$ cat config.mk
export PLATFORM = sky130hd
export DESIGN_NAME = oled_frame_refresh
export DESIGN_NICKNAME = d
export VERILOG_FILES = /design/src/rtl/oled_pkg.sv /design/src/rtl/oled_iic_write_req.sv /design/src/rtl/oled_frame_refresh.sv
export SDC_FILE = /design/constraint.sdc
export NUM_CORES = 1
export LEC_CHECK = 0
export CAP_MARGIN = 10
export CORE_MARGIN = 2
export CORE_UTILIZATION = 51
export DETAILED_ROUTE_END_ITERATION = 7
export PLACE_DENSITY = 0.86
export SKIP_LAST_GASP = 1
export SLEW_MARGIN = 20
export SYNTH_ARGS = -nofsm -noshare
export SYNTH_HDL_FRONTEND = slang
export SYNTH_HIERARCHICAL = 1
export SYNTH_SLANG_ARGS = --single-unit
$ cat constraint.sdc
create_clock -name sys_clk -period 4 [get_ports sys_clk]
set_clock_uncertainty 0.2 [all_clocks]
set_input_delay 0.4 -clock sys_clk [delete_from_list [all_inputs] [get_ports sys_clk]]
set_output_delay 0.4 -clock sys_clk [all_outputs]
set_load 0.1 [all_outputs]
$ cat src/rtl/oled_pkg.sv
// Shared constants and the refresh FSM state type for the OLED frame streamer.
package oled_pkg;

    localparam logic [7:0] CTRL_CMD     = 8'h00;
    localparam logic [7:0] CTRL_DATA    = 8'h40;

    localparam logic [7:0] CMD_SET_PAGE = 8'hB0;
    localparam logic [7:0] CMD_COL_LO   = 8'h00;
    localparam logic [7:0] CMD_COL_HI   = 8'h10;

    typedef enum logic [2:0] {
        IDLE,
        CMD_PAGE,
        CMD_COLL,
        CMD_COLH,
        FETCH,
        DATA,
        DONE
    } state_e;

endpackage

$ cat src/rtl/oled_iic_write_req.sv
// Single-byte write handshake towards the shared IIC driver.
// A load pulse captures control/data; req rises one cycle later so the driver
// always sees settled slave/data, and drops on the cycle after write_done.
module oled_iic_write_req
    import oled_pkg::*;
#(
    parameter logic [7:0] SLAVE_ADDR = 8'h78
) (
    input  logic        clk_i,
    input  logic        rst_n_i,
    input  logic        load_i,
    input  logic [7:0]  ctrl_i,
    input  logic [7:0]  data_i,
    input  logic        write_done_i,
    output logic        req_o,
    output logic [15:0] slave_o,
    output logic [7:0]  data_o,
    output logic        ack_o
);

    logic        req_q;
    logic        pend_q;
    logic [15:0] slave_q;
    logic [7:0]  data_q;

    // Capture the byte, raise req a cycle later, hold until the driver completes it.
    always_ff @(posedge clk_i) begin
        if (!rst_n_i) begin
            req_q   <= 1'b0;
            pend_q  <= 1'b0;
            slave_q <= 16'h0000;
            data_q  <= 8'h00;
        end else if (load_i) begin
            slave_q <= {ctrl_i, SLAVE_ADDR};
            data_q  <= data_i;
            pend_q  <= 1'b1;
            req_q   <= 1'b0;
        end else if (pend_q) begin
            pend_q <= 1'b0;
            req_q  <= 1'b1;
        end else if (req_q && write_done_i) begin
            req_q <= 1'b0;
        end
    end

    // A done pulse only counts while a request is outstanding.
    assign ack_o   = req_q & write_done_i;
    assign req_o   = req_q;
    assign slave_o = slave_q;
    assign data_o  = data_q;

endmodule

$ cat src/rtl/oled_frame_refresh.sv
// Streams the 128x64 frame buffer to the SSD1306 page by page: three addressing
// commands per page followed by one data byte per column.
// Optional build macro OLED_AUTO_REFRESH_EN adds a periodic self-start timer.
//
// state    | meaning
// IDLE     | waiting for a start while init_finish is high
// CMD_PAGE | writing page-select command B0|page
// CMD_COLL | writing column low nibble command 00
// CMD_COLH | writing column high nibble command 10
// FETCH    | frame-buffer read, then capture of the returned byte
// DATA     | writing the captured data byte
// DONE     | one-cycle frame_done, busy low
module oled_frame_refresh
    import oled_pkg::*;
#(
    parameter logic [7:0] SLAVE_ADDR       = 8'h78,
    parameter int         COLS             = 128,
    parameter int         PAGES            = 8,
    parameter int         REFRESH_INTERVAL = 2500000
) (
    input  logic        sys_clk,
    input  logic        rst_n,
    input  logic        init_finish,
    input  logic        refresh_start,
    output logic        busy,
    output logic        frame_done,
    output logic [9:0]  fb_addr,
    output logic        fb_rd,
    input  logic [7:0]  fb_data,
    output logic        iic_write_req,
    output logic [15:0] iic_slave,
    output logic [7:0]  iic_write_data,
    input  logic        iic_write_done
);

    if (REFRESH_INTERVAL < 2) begin : g_bad_interval
        $error("REFRESH_INTERVAL must be at least 2");
    end

    state_e     state_q, state_d;
    logic [2:0] page_q, page_d;
    logic [6:0] col_q, col_d;
    logic       issued_q, issued_d;
    logic       load;
    logic [7:0] load_ctrl;
    logic [7:0] load_data;
    logic       ack;
    logic       start;

`ifdef OLED_AUTO_REFRESH_EN
    localparam int            TW     = $clog2(REFRESH_INTERVAL);
    localparam logic [TW-1:0] RELOAD = TW'(REFRESH_INTERVAL - 1);

    logic [TW-1:0] tmr_q;

    // Interval timer: held while init is low, reloaded at each frame end, parks at zero.
    always_ff @(posedge sys_clk) begin
        if (!rst_n) begin
            tmr_q <= RELOAD;
        end else if (state_q == DONE || !init_finish) begin
            tmr_q <= RELOAD;
        end else if (tmr_q != '0) begin
            tmr_q <= tmr_q - 1'b1;
        end
    end

    assign start = (refresh_start | (tmr_q == '0)) & init_finish;
`else
    assign start = refresh_start & init_finish;
`endif

    // State, page/column counters and the per-state "write already loaded" flag.
    always_ff @(posedge sys_clk) begin
        if (!rst_n) begin
            state_q  <= IDLE;
            page_q   <= 3'd0;
            col_q    <= 7'd0;
            issued_q <= 1'b0;
        end else begin
            state_q  <= state_d;
            page_q   <= page_d;
            col_q    <= col_d;
            issued_q <= issued_d;
        end
    end

    // Next-state logic: each write state loads once, then waits for the ack.
    always_comb begin
        state_d   = state_q;
        page_d    = page_q;
        col_d     = col_q;
        issued_d  = issued_q;
        load      = 1'b0;
        load_ctrl = CTRL_CMD;
        load_data = 8'h00;
        fb_rd     = 1'b0;
        case (state_q)
            IDLE: begin
                if (start) begin
                    state_d  = CMD_PAGE;
                    page_d   = 3'd0;
                    col_d    = 7'd0;
                    issued_d = 1'b0;
                end
            end
            CMD_PAGE, CMD_COLL, CMD_COLH: begin
                if (state_q == CMD_PAGE) begin
                    load_data = CMD_SET_PAGE | {5'd0, page_q};
                end else if (state_q == CMD_COLL) begin
                    load_data = CMD_COL_LO;
                end else begin
                    load_data = CMD_COL_HI;
                end
                if (!issued_q) begin
                    load     = 1'b1;
                    issued_d = 1'b1;
                end else if (ack) begin
                    issued_d = 1'b0;
                    if (state_q == CMD_PAGE) begin
                        state_d = CMD_COLL;
                    end else if (state_q == CMD_COLL) begin
                        state_d = CMD_COLH;
                    end else begin
                        state_d = FETCH;
                    end
                end
            end
            FETCH: begin
                if (!issued_q) begin
                    fb_rd    = 1'b1;
                    issued_d = 1'b1;
                end else begin
                    load      = 1'b1;
                    load_ctrl = CTRL_DATA;
                    load_data = fb_data;
                    issued_d  = 1'b0;
                    state_d   = DATA;
                end
            end
            DATA: begin
                if (ack) begin
                    if ({25'd0, col_q} == 32'(COLS - 1)) begin
                        col_d = 7'd0;
                        if ({29'd0, page_q} == 32'(PAGES - 1)) begin
                            state_d = DONE;
                        end else begin
                            page_d  = page_q + 3'd1;
                            state_d = CMD_PAGE;
                        end
                    end else begin
                        col_d   = col_q + 7'd1;
                        state_d = FETCH;
                    end
                end
            end
            DONE: begin
                state_d = IDLE;
            end
            default: begin
                state_d = IDLE;
            end
        endcase
    end

    assign busy       = (state_q != IDLE) && (state_q != DONE);
    assign frame_done = (state_q == DONE);
    assign fb_addr    = {page_q, col_q};

    oled_iic_write_req #(
        .SLAVE_ADDR(SLAVE_ADDR)
    ) u_write_req (
        .clk_i       (sys_clk),
        .rst_n_i     (rst_n),
        .load_i      (load),
        .ctrl_i      (load_ctrl),
        .data_i      (load_data),
        .write_done_i(iic_write_done),
        .req_o       (iic_write_req),
        .slave_o     (iic_slave),
        .data_o      (iic_write_data),
        .ack_o       (ack)
    );

endmodule

==> metrics.md, run 1 <==
| Metric | Value |
|---|---|
| Syn avg cell area | 9.688 um2 |
| Arr. time, crit path | 2.63 ns |
| Post-CTS Hold Buffers | 0 |
| Maxcap violations | 0 |
| RSZ-0062 raised after global routing | no |
| Total clock sinks | 33 |
| CP max FO | 19 |
| Commonest non-fill, non-tap cell in the layout | clkdlybuf4s50_1 |
| Clock share of power | 33.6% |
| IO buf count | 46 |
| Slew @ Worst Pin | 0.9836 ns |
| Post-synthesis cell type count | 53 |
| Netlist Area Pre-Place | 1773 um2 |
| DP HPWL | 2417 um |
| Commonest cells after routing, fill and taps aside | clkdlybuf4s50_1 (45), dfxtp_1 (33), nor2b_1 (19) |
| FILL cells | 295 |
| Post-synthesis instance total | 183 |
| Sequential Power Share | 45.2% |
| Flops & latches, synth | 33 |
| First-iteration detailed-routing DRC count | 33 |
| First-pass DRT Iterations | 4 |
| Layout Area Growth over Synthesis | 28.51% |
| GRT Total Usage | 18.25% |
| Die Wd | 62.96 um |
| Slew HR | 34.22% |
| Clk Latency, worst-skew pair | 0.33 ns |
| Post-synth ARST share | 0% |
| Post-CTS Setup Inserts | 0 |
| Ys flop type | dfxtp_1 |
| CTS Buffer Depth | 2 |
| Internal | 0.5330 mW |
| Status | finished clean |
| Fraction of layout cells with a size suffix above 1 | 10.48% |
| Total power draw | 0.7642 mW |
| Antenna Cells | 0 |
| Root buf cell | clkbuf_4 |
| Post-synth EDFFs | 0 |
| Largest net degree at the start of global routing | 30 |
| Ports | 51 |
| Switching power total | 0.2312 mW |
| GPL Wtd Cong | 0.7610 |
| Fin Setup TNS | 0 ns |
| Final ANT Viol Nets | 0 |
| DRT Wirelength | 3382 um |
| Post-layout min period | 3.226 ns |
| Worst setup path class | reg -> out |
| CP endpoint kind | output port |
| R2R depth | 5 |
| Post-layout net count | 244 |
| Initial core utilization | 53.13% |
| WP data required | 3.40 ns |
| Critical path launch point type | register |
| PwrDens | 335.4 nW/um2 |
| Register area share after synthesis | 37.26% |
| WL/cell | 12.30 um |
| H-tree Lvls | 2 |
| Die area | 3964 um2 |
| Cts repair resizes | 0 |
| Vias in the first global route | 1,292 |
| # DRC | 0 |
| Top achievable clock speed | 0.3100 GHz |
| Die H | 62.96 um |
| Core area | 3337 um2 |
| Setup-failing EPs final | 0 |
| Comb pwr share | 21.2% |
| Final hold violations | 0 |
| Synth warn | 6 |
| Pins over their slew limit | 0 |
| Hold path cells | 1 |
| Initial antenna violation count | 0 |
| Lkg Pwr | 0.8546 nW |
| Hold Crit Class | reg -> reg |
| Sw frac | 30.26% |
| Overflow after GRT | 0 |
| Vias per cell | 5.062 |
| Core Rows | 21 |
| Reg clk slew, reported paths | 0.10 ns |
| CTS tree | yes |
| Vias | 1,392 |
| Cts bufs inserted | 5 |
| Final Cycle Share | 80.66% |
| Peak supply drop | 0.1897 mV |
| First-pass GRT wire length | 5775 um |
[metrics by stage]
| step | util [%] | cell area [um2] | setup WS, ns | instances | hold WS [ns] |
|---|---|---|---|---|---|
| floorplan | - | 1807 | 1.440 | 192 | 0.2495 |
| global placement | 65.73 | 2193 | 1.205 | 267 | 0.2562 |
| detailed placement | 65.73 | 2193 | 1.151 | 267 | 0.2595 |
| CTS | 68.28 | 2278 | 0.7699 | 275 | 0.2840 |
| global route | 68.28 | 2278 | 0.6237 | 275 | 0.3051 |
| finish | 68.28 | 2278 | 0.7738 | 275 | 0.2822 |
[registers in the layout (all words and copies together) (netlist names)]
| signal | count |
|---|---|
| col_q | 7 |
| issued_q | 1 |
| page_q | 3 |
| state_q | 3 |
| u_write_req/data_o | 8 |
| u_write_req/pend_q | 1 |
| u_write_req/req_o | 1 |
| u_write_req/slave_o | 9 |
[cell families after synthesis]
logic type,Yosys count,synth area share (%)
other,2,0.4236
AO/OA/AOI/OAI,31,13.69
buffers and inverters,19,7.904
AND/OR/NAND/NOR,70,24.84
multiplexers,18,10.30
adder cells (fa/ha/maj),3,2.117
flip-flops,33,37.26
XOR/XNOR,7,3.458
[cells in the mapped netlist (2+ instances only)]
library cell   n  share of area, %
o21a_1         3               1.3
dfxtp_1       33                37
and2_1         5               1.8
nand2_1        9               1.9
a22o_1         2              0.99
nor2b_1       19               6.7
and3_1         2              0.71
a21o_1         2              0.85
o22ai_1        2              0.71
mux2i_1       16               9.0
mux2_2         2               1.3
xnor2_1        5               2.5
a211oi_2       2               1.4
conb_1         2              0.42
nor2_1        13               2.8
nor3_1         2              0.56
xor2_1         2              0.99
a21oi_2        2              0.99
nand3_1        2              0.56
buf_2          6               1.7
ha_1           3               2.1
buf_4          8               3.4
buf_6          2               1.3
a22oi_1        4               1.7
and3b_1        2              0.99
a21oi_1        6               1.7
[metal layers]
metal  vias to the layer above  routed length (um)  track usage (%)
li1                        708                   -                -
met1                       643                1643            24.02
met2                        39                1514            26.99
met3                         2                 199            6.667
met4                         0                  24            7.222
met5                         -                   0                0
[final cells by class]
class | instances | area [um2] | share of cell area [%]
inverters | 1 | 3.754 | 0.1647
flip-flops and latches | 33 | 660.6 | 29.00
clock inverters | 1 | 30.03 | 1.318
well taps | 46 | 57.56 | 2.526
multi-input cells | 140 | 1006 | 44.15
repair buffers | 47 | 465.4 | 20.43
clock buffers | 7 | 55.05 | 2.416
[path summary, 6_finish.rpt]
kind	start	slack, ns	to
setup / recovery	state_q[2]	0.77	busy
hold / removal	u_write_req/pend_q	0.28	u_write_req/req_o
setup reg to reg	state_q[2]	1.22	u_write_req/data_o[5]
hold reg to reg	u_write_req/pend_q	0.28	u_write_req/req_o
[critical path, stage by stage (launching register included)]
cell and delay (ns):
dfxtp_1 0.70, nor2b_1 0.32, or3_1 0.15, clkdlybuf4s50_1 1.12
[power by group through the flow]
stage / clock network [mW] / logic [mW] / registers, mW
2_1_floorplan: 0 / 0.0921 / 0.396
3_3_place_gp: 0 / 0.161 / 0.353
3_5_place_dp: 0 / 0.162 / 0.353
4_1_cts: 0.264 / 0.162 / 0.345
5_1_grt: 0.282 / 0.169 / 0.347
6_report: 0.257 / 0.162 / 0.345
Note: power is estimated with default switching activity, not from simulation.
==> run 2: changes to the inputs <==
--- a/config.mk
+++ b/config.mk
@@ -7,9 +7,9 @@
 export LEC_CHECK = 0
 export CAP_MARGIN = 10
 export CORE_MARGIN = 2
-export CORE_UTILIZATION = 51
+export CORE_UTILIZATION = 43
 export DETAILED_ROUTE_END_ITERATION = 7
-export PLACE_DENSITY = 0.86
+export PLACE_DENSITY = 0.77
 export SKIP_LAST_GASP = 1
 export SLEW_MARGIN = 20
 export SYNTH_ARGS = -nofsm -noshare
==> constraint.sdc (replaced) <==
create_clock -name sys_clk -period 2.7 [get_ports sys_clk]
set_clock_uncertainty 0.2 [all_clocks]
set_input_delay 0.27 -clock sys_clk [delete_from_list [all_inputs] [get_ports sys_clk]]
set_output_delay 0.27 -clock sys_clk [all_outputs]
set_load 0.1 [all_outputs]
==> metrics.md, run 2 (same netlist as run 1, synthesis figures left out) <==
| Metric | Value |
|---|---|
| Status | finished clean |
| Post-layout net count | 249 (+2.0%) |
| Sequential Power Share | 41.4% (-3.8 points) |
| Peak supply drop | 0.3244 mV (+71%) |
| Die Wd | 68.21 um (+8.3%) |
| Root buf cell | clkbuf_8 |
| Commonest cells after routing, fill and taps aside | buf_4 (40), dfxtp_1 (33), nor2b_1 (19) |
| Initial antenna violation count | 0 (unchanged) |
| Post-CTS Setup Inserts | 0 (unchanged) |
| First-pass GRT wire length | 5837 um (+1.1%) |
| Antenna Cells | 0 (unchanged) |
| Slew @ Worst Pin | 0.5566 ns (-0.4270 ns) |
| Critical path launch point type | register |
| Max reg flops | 9 (unchanged) |
| Cts repair resizes | 0 (unchanged) |
| Overflow after GRT | 0 (unchanged) |
| Cts bufs inserted | 5 (unchanged) |
| First-pass DRT Iterations | 4 (unchanged) |
| Die H | 68.21 um (+8.3%) |
| Comb pwr share | 19.8% (-1.4 points) |
| Core Rows | 23 (+9.5%) |
| Max stage delay on crit path | 0.67 ns (-0.45 ns) |
| Arr. time, crit path | 1.76 ns (-0.87 ns) |
| Internal | 0.8682 mW (+63%) |
| Post-CTS Hold Buffers | 0 (unchanged) |
| Maxcap violations | 0 (unchanged) |
| DRT Wirelength | 3628 um (+7.3%) |
| Pins over their slew limit | 0 (unchanged) |
| Cell Area, Placed | 2153 um2 (-1.8%) |
| CP endpoint kind | output port |
| Clock share of power | 38.7% (+5.1 points) |
| Setup-failing EPs final | 0 (unchanged) |
| Clk Latency, worst-skew pair | 0.28 ns (-0.05 ns) |
| Top achievable clock speed | 0.4486 GHz |
| Layout Area Growth over Synthesis | 28.02% |
| Cell area after layout | 2270 um2 (-0.38%) |
| CTS tree | yes |
| Largest net degree at the start of global routing | 19 (-37%) |
| IO buf count | 46 (unchanged) |
| WP data required | 2.23 ns (-1.17 ns) |
| Placed cells | 276 (+3.4%) |
| Worst path buffer plus inverter count | 1 (unchanged) |
| Initial core utilization | 44.64% (-8.5 points) |
| DP HPWL | 2710 um (+12%) |
| Total clock sinks | 33 (unchanged) |
| Hold Crit Class | reg -> reg |
| Total power draw | 1.226 mW (+60%) |
| Final hold violations | 0 (unchanged) |
| Family with the most delay on the worst path | flip-flops |
| Vias per cell | 4.859 (-4.0%) |
| Final Cycle Share | 82.55% |
| CTS Buffer Depth | 2 (unchanged) |
| Switching power total | 0.3580 mW (+55%) |
| Ports | 51 (unchanged) |
| Fin Setup TNS | 0 ns (unchanged) |
| Vias in the first global route | 1,251 (-3.2%) |
| Sw frac | 29.20% (-1.1 points) |
| Final ANT Viol Nets | 0 (unchanged) |
| GPL Wtd Cong | 0.7363 (-3.2%) |
| Slowest cell on crit path | dfxtp_1 |
| Post-layout min period | 2.229 ns |
| GRT Total Usage | 16.70% (-1.6 points) |
| PwrDens | 540.3 nW/um2 (+61%) |
| Lkg Pwr | 0.9581 nW (+12%) |
| H-tree Lvls | 2 (unchanged) |
| Fraction of layout cells with a size suffix above 1 | 26.50% (+16 points) |
| Reg clk slew, reported paths | 0.07 ns (-0.03 ns) |
| Worst setup path class | reg -> out |
| Commonest non-fill, non-tap cell in the layout | buf_4 |
| FILL cells | 369 (+25%) |
| Die area | 4653 um2 (+17%) |
| Critical-path cell list | nor2b_1, or3_1, buf_4 |
| First-iteration detailed-routing DRC count | 51 (+55%) |
| WL/cell | 12.77 um (+3.9%) |
| Slew HR | 62.84% (+29 points) |
| Core area | 3971 um2 (+19%) |
| RSZ-0062 raised after global routing | no |
| Final Non-Filler Cells | 284 (+3.3%) |
| # DRC | 0 (unchanged) |
| Vias | 1,380 (-0.86%) |
| CP max FO | 16 (-3) |
## run 2: per-stage QoR
step           util, %  setup slack (ns)  hold slack [ns]
4_1_cts          57.15            0.4780           0.2806
3_5_place_dp     54.22            0.5872           0.2636
5_1_grt          57.15            0.3912           0.3041
2_1_floorplan        -            0.2695           0.1982
3_3_place_gp     54.22            0.6350           0.2507
6_report         57.15            0.4711           0.2757
## run 2: final timing paths
check                                   startpoint  slack (ns)  depth (start not counted)               endpoint
worst min-delay path            u_write_req/pend_q        0.28                          1      u_write_req/req_o
worst min register to register  u_write_req/pend_q        0.28                          1      u_write_req/req_o
worst max register to register          state_q[2]        0.63                          6  u_write_req/data_o[1]
worst max-delay path                    state_q[1]        0.47                          3                   busy
## run 2: routing by layer
layer | wire length, um | track usage [%]
met1 | 1692 | 21.88
met2 | 1715 | 26.21
met3 | 192 | 5.592
met4 | 28 | 4.500
met5 | 0 | 0
## run 2: worst register-to-register path, cell delays in order, from the launching register on
cell     delay, ns
dfxtp_1       0.55
and3b_1       0.35
nor2b_4       0.23
or2_1         0.14
buf_4         0.22
mux2i_1       0.21
nor2b_1       0.06
## run 2: layout make-up
type / count / area, um2 / share of cell area [%]
multi-input combinational: 140 / 1006 / 44.32
sequential: 33 / 660.6 / 29.11
timing repair buffer: 52 / 420.4 / 18.52
clock buffer: 7 / 86.33 / 3.804
tap: 50 / 62.56 / 2.756
clock inverter: 1 / 30.03 / 1.323
inverter: 1 / 3.754 / 0.1654
## run 2: power by group through the flow
stage | logic, mW | registers [mW] | clock network [mW]
after floorplan | 0.136 | 0.586 | 0
after global placement | 0.243 | 0.519 | 0
after detailed placement | 0.243 | 0.520 | 0
after CTS | 0.244 | 0.508 | 0.486
after global routing | 0.254 | 0.510 | 0.515
final | 0.243 | 0.508 | 0.475
==> run 3: changes to the inputs <==
==> constraint.sdc (replaced) <==
create_clock -name sys_clk -period 1.9 [get_ports sys_clk]
set_clock_uncertainty 0.2 [all_clocks]
set_input_delay 0.19 -clock sys_clk [delete_from_list [all_inputs] [get_ports sys_clk]]
set_output_delay 0.19 -clock sys_clk [all_outputs]
set_load 0.1 [all_outputs]
==> metrics.md, run 3 (same netlist as run 1, synthesis figures left out) <==
| Metric | Value |
|---|---|
| Total clock sinks | 33 (unchanged) |
| Top achievable clock speed | 0.5364 GHz |
| GPL Wtd Cong | 0.7806 (+6.0%) |
| CP endpoint kind | output port |
| Max stage delay on crit path | 0.36 ns (-0.31 ns) |
| Critical-path cell list | buf_4, nor2b_1, or3_4, buf_12 |
| Reg clk slew, reported paths | 0.07 ns (about the same) |
| Peak supply drop | 0.3918 mV (+21%) |
| Overflow after GRT | 0 (unchanged) |
| Ports | 51 (unchanged) |
| Arr. time, crit path | 1.47 ns (-0.29 ns) |
| Pins over their slew limit | 0 (unchanged) |
| Commonest non-fill, non-tap cell in the layout | buf_4 |
| Total power draw | 1.629 mW (+33%) |
| Largest net degree at the start of global routing | 20 (+1) |
| Final ANT Viol Nets | 0 (unchanged) |
| GRT Total Usage | 17.17% (+0.47 points) |
| H-tree Lvls | 2 (unchanged) |
| Status | finished clean |
| Post-place setup slack | -0.1253 ns (-0.7125 ns) |
| Antenna Cells | 0 (unchanged) |
| Initial core utilization | 44.64% (unchanged) |
| Core Rows | 23 (unchanged) |
| CTS Buffer Depth | 2 (unchanged) |
| PwrDens | 627.0 nW/um2 (+16%) |
| Slowest cell on crit path | dfxtp_4 |
| Initial antenna violation count | 0 (unchanged) |
| Cts bufs inserted | 5 (unchanged) |
| Final hold violations | 0 (unchanged) |
| Post-CTS Hold Buffers | 0 (unchanged) |
| Hold Crit Class | reg -> reg |
| FF+latch area | 684.4 um2 (+3.6%) |
| FILL cells | 328 (-11%) |
| Worst setup path class | reg -> out |
| Layout Area Growth over Synthesis | 46.51% |
| First-iteration detailed-routing DRC count | 35 (-31%) |
| WL/cell | 12.82 um (+0.34%) |
| DP HPWL | 2791 um (+3.0%) |
| First-pass DRT Iterations | 4 (unchanged) |
| Die Wd | 68.21 um (unchanged) |
| Area of the multi-input gates | 1021 um2 (+1.5%) |
| Vias | 1,476 (+7.0%) |
| DRT Wirelength | 3794 um (+4.6%) |
| First-pass GRT wire length | 5975 um (+2.4%) |
| Clk Latency, worst-skew pair | 0.28 ns (about the same) |
| Die H | 68.21 um (unchanged) |
| Lkg Pwr | 1.065 nW (+11%) |
| Final Cycle Share | 98.12% |
| Die area | 4653 um2 (unchanged) |
| RSZ-0062 raised after global routing | no |
| Fraction of layout cells with a size suffix above 1 | 36.99% (+10 points) |
| Critical path launch point type | register |
| # DRC | 0 (unchanged) |
| Post-layout net count | 261 (+4.8%) |
| Maxcap violations | 0 (unchanged) |
| Setup-failing EPs final | 0 (unchanged) |
| IO buf count | 46 (unchanged) |
| Max reg flops | 9 (unchanged) |
| Post-layout min period | 1.864 ns |
| Root buf cell | clkbuf_8 |
| Core area | 3971 um2 (unchanged) |
| CTS tree | yes |
| Commonest cells after routing, fill and taps aside | buf_4 (33), dfxtp_1 (20), nor2b_1 (18), buf_12 (18), mux2i_1 (16) |
| WP data required | 1.51 ns (-0.72 ns) |
| Vias in the first global route | 1,340 (+7.1%) |
| Fin Setup TNS | 0 ns (unchanged) |
| Hold Slack | 0.2904 ns (+0.01475 ns) |
| Final worst slack | 0.03577 ns (-0.4353 ns) |
| Vias per cell | 4.986 (+2.6%) |
| CP max FO | 10 (-6) |
==> run 3: layer usage <==
layer  GRT usage, %  part of all wire [%]
met2          26.82                    48
met5              0                     0
met1          22.21                    45
met3          4.934                   5.5
met4          6.750                   1.6
==> run 3: area by class of cell <==
| type | instances | share of cell area (%) |
|---|---|---|
| repair buffers | 64 | 28.47 |
| inverters | 1 | 0.1445 |
| clock buffers | 5 | 2.649 |
| flip-flops and latches | 33 | 26.35 |
| clock inverters | 3 | 0.6744 |
| well taps | 50 | 2.408 |
| multi-input cells | 140 | 39.31 |
==> run 3: worst max-delay path, delay by kind of cell (launching register included) <==
family                 cells  cell delay (ns)
flip-flops                 1             0.36
AND/OR/NAND/NOR            2             0.49
buffers and inverters      2             0.34
==> run 3: through the flow <==
step,cells,cell area (um2),utilization (%)
after CTS,292,2559,64.43
after global placement,284,2460,61.94
after floorplan,192,1828,-
after global routing,296,2597,65.41
after detailed placement,284,2460,61.94
final,296,2597,65.41
==> run 3: where the power goes <==
| group | switching (mW) | internal (mW) |
|---|---|---|
| combinational | 0.255 | 0.133 |
| sequential | 0.0157 | 0.705 |
| clock | 0.267 | 0.253 |
| total | 0.538 | 1.09 |
==> run 3: repair_timing <==
action                     CTS  global route
gates resized for setup      4             3
setup endpoints to repair    1             1
buffers inserted             0             4
==> run 3: path summary, 6_finish.rpt <==
check                            end               start  cells after the start  slack, ns
min                u_write_req/req_o  u_write_req/pend_q                      1       0.29
max reg2reg  u_write_req/slave_o[11]          state_q[1]                      7       0.14
min reg2reg        u_write_req/req_o  u_write_req/pend_q                      1       0.29
max                             busy          state_q[1]                      4       0.04
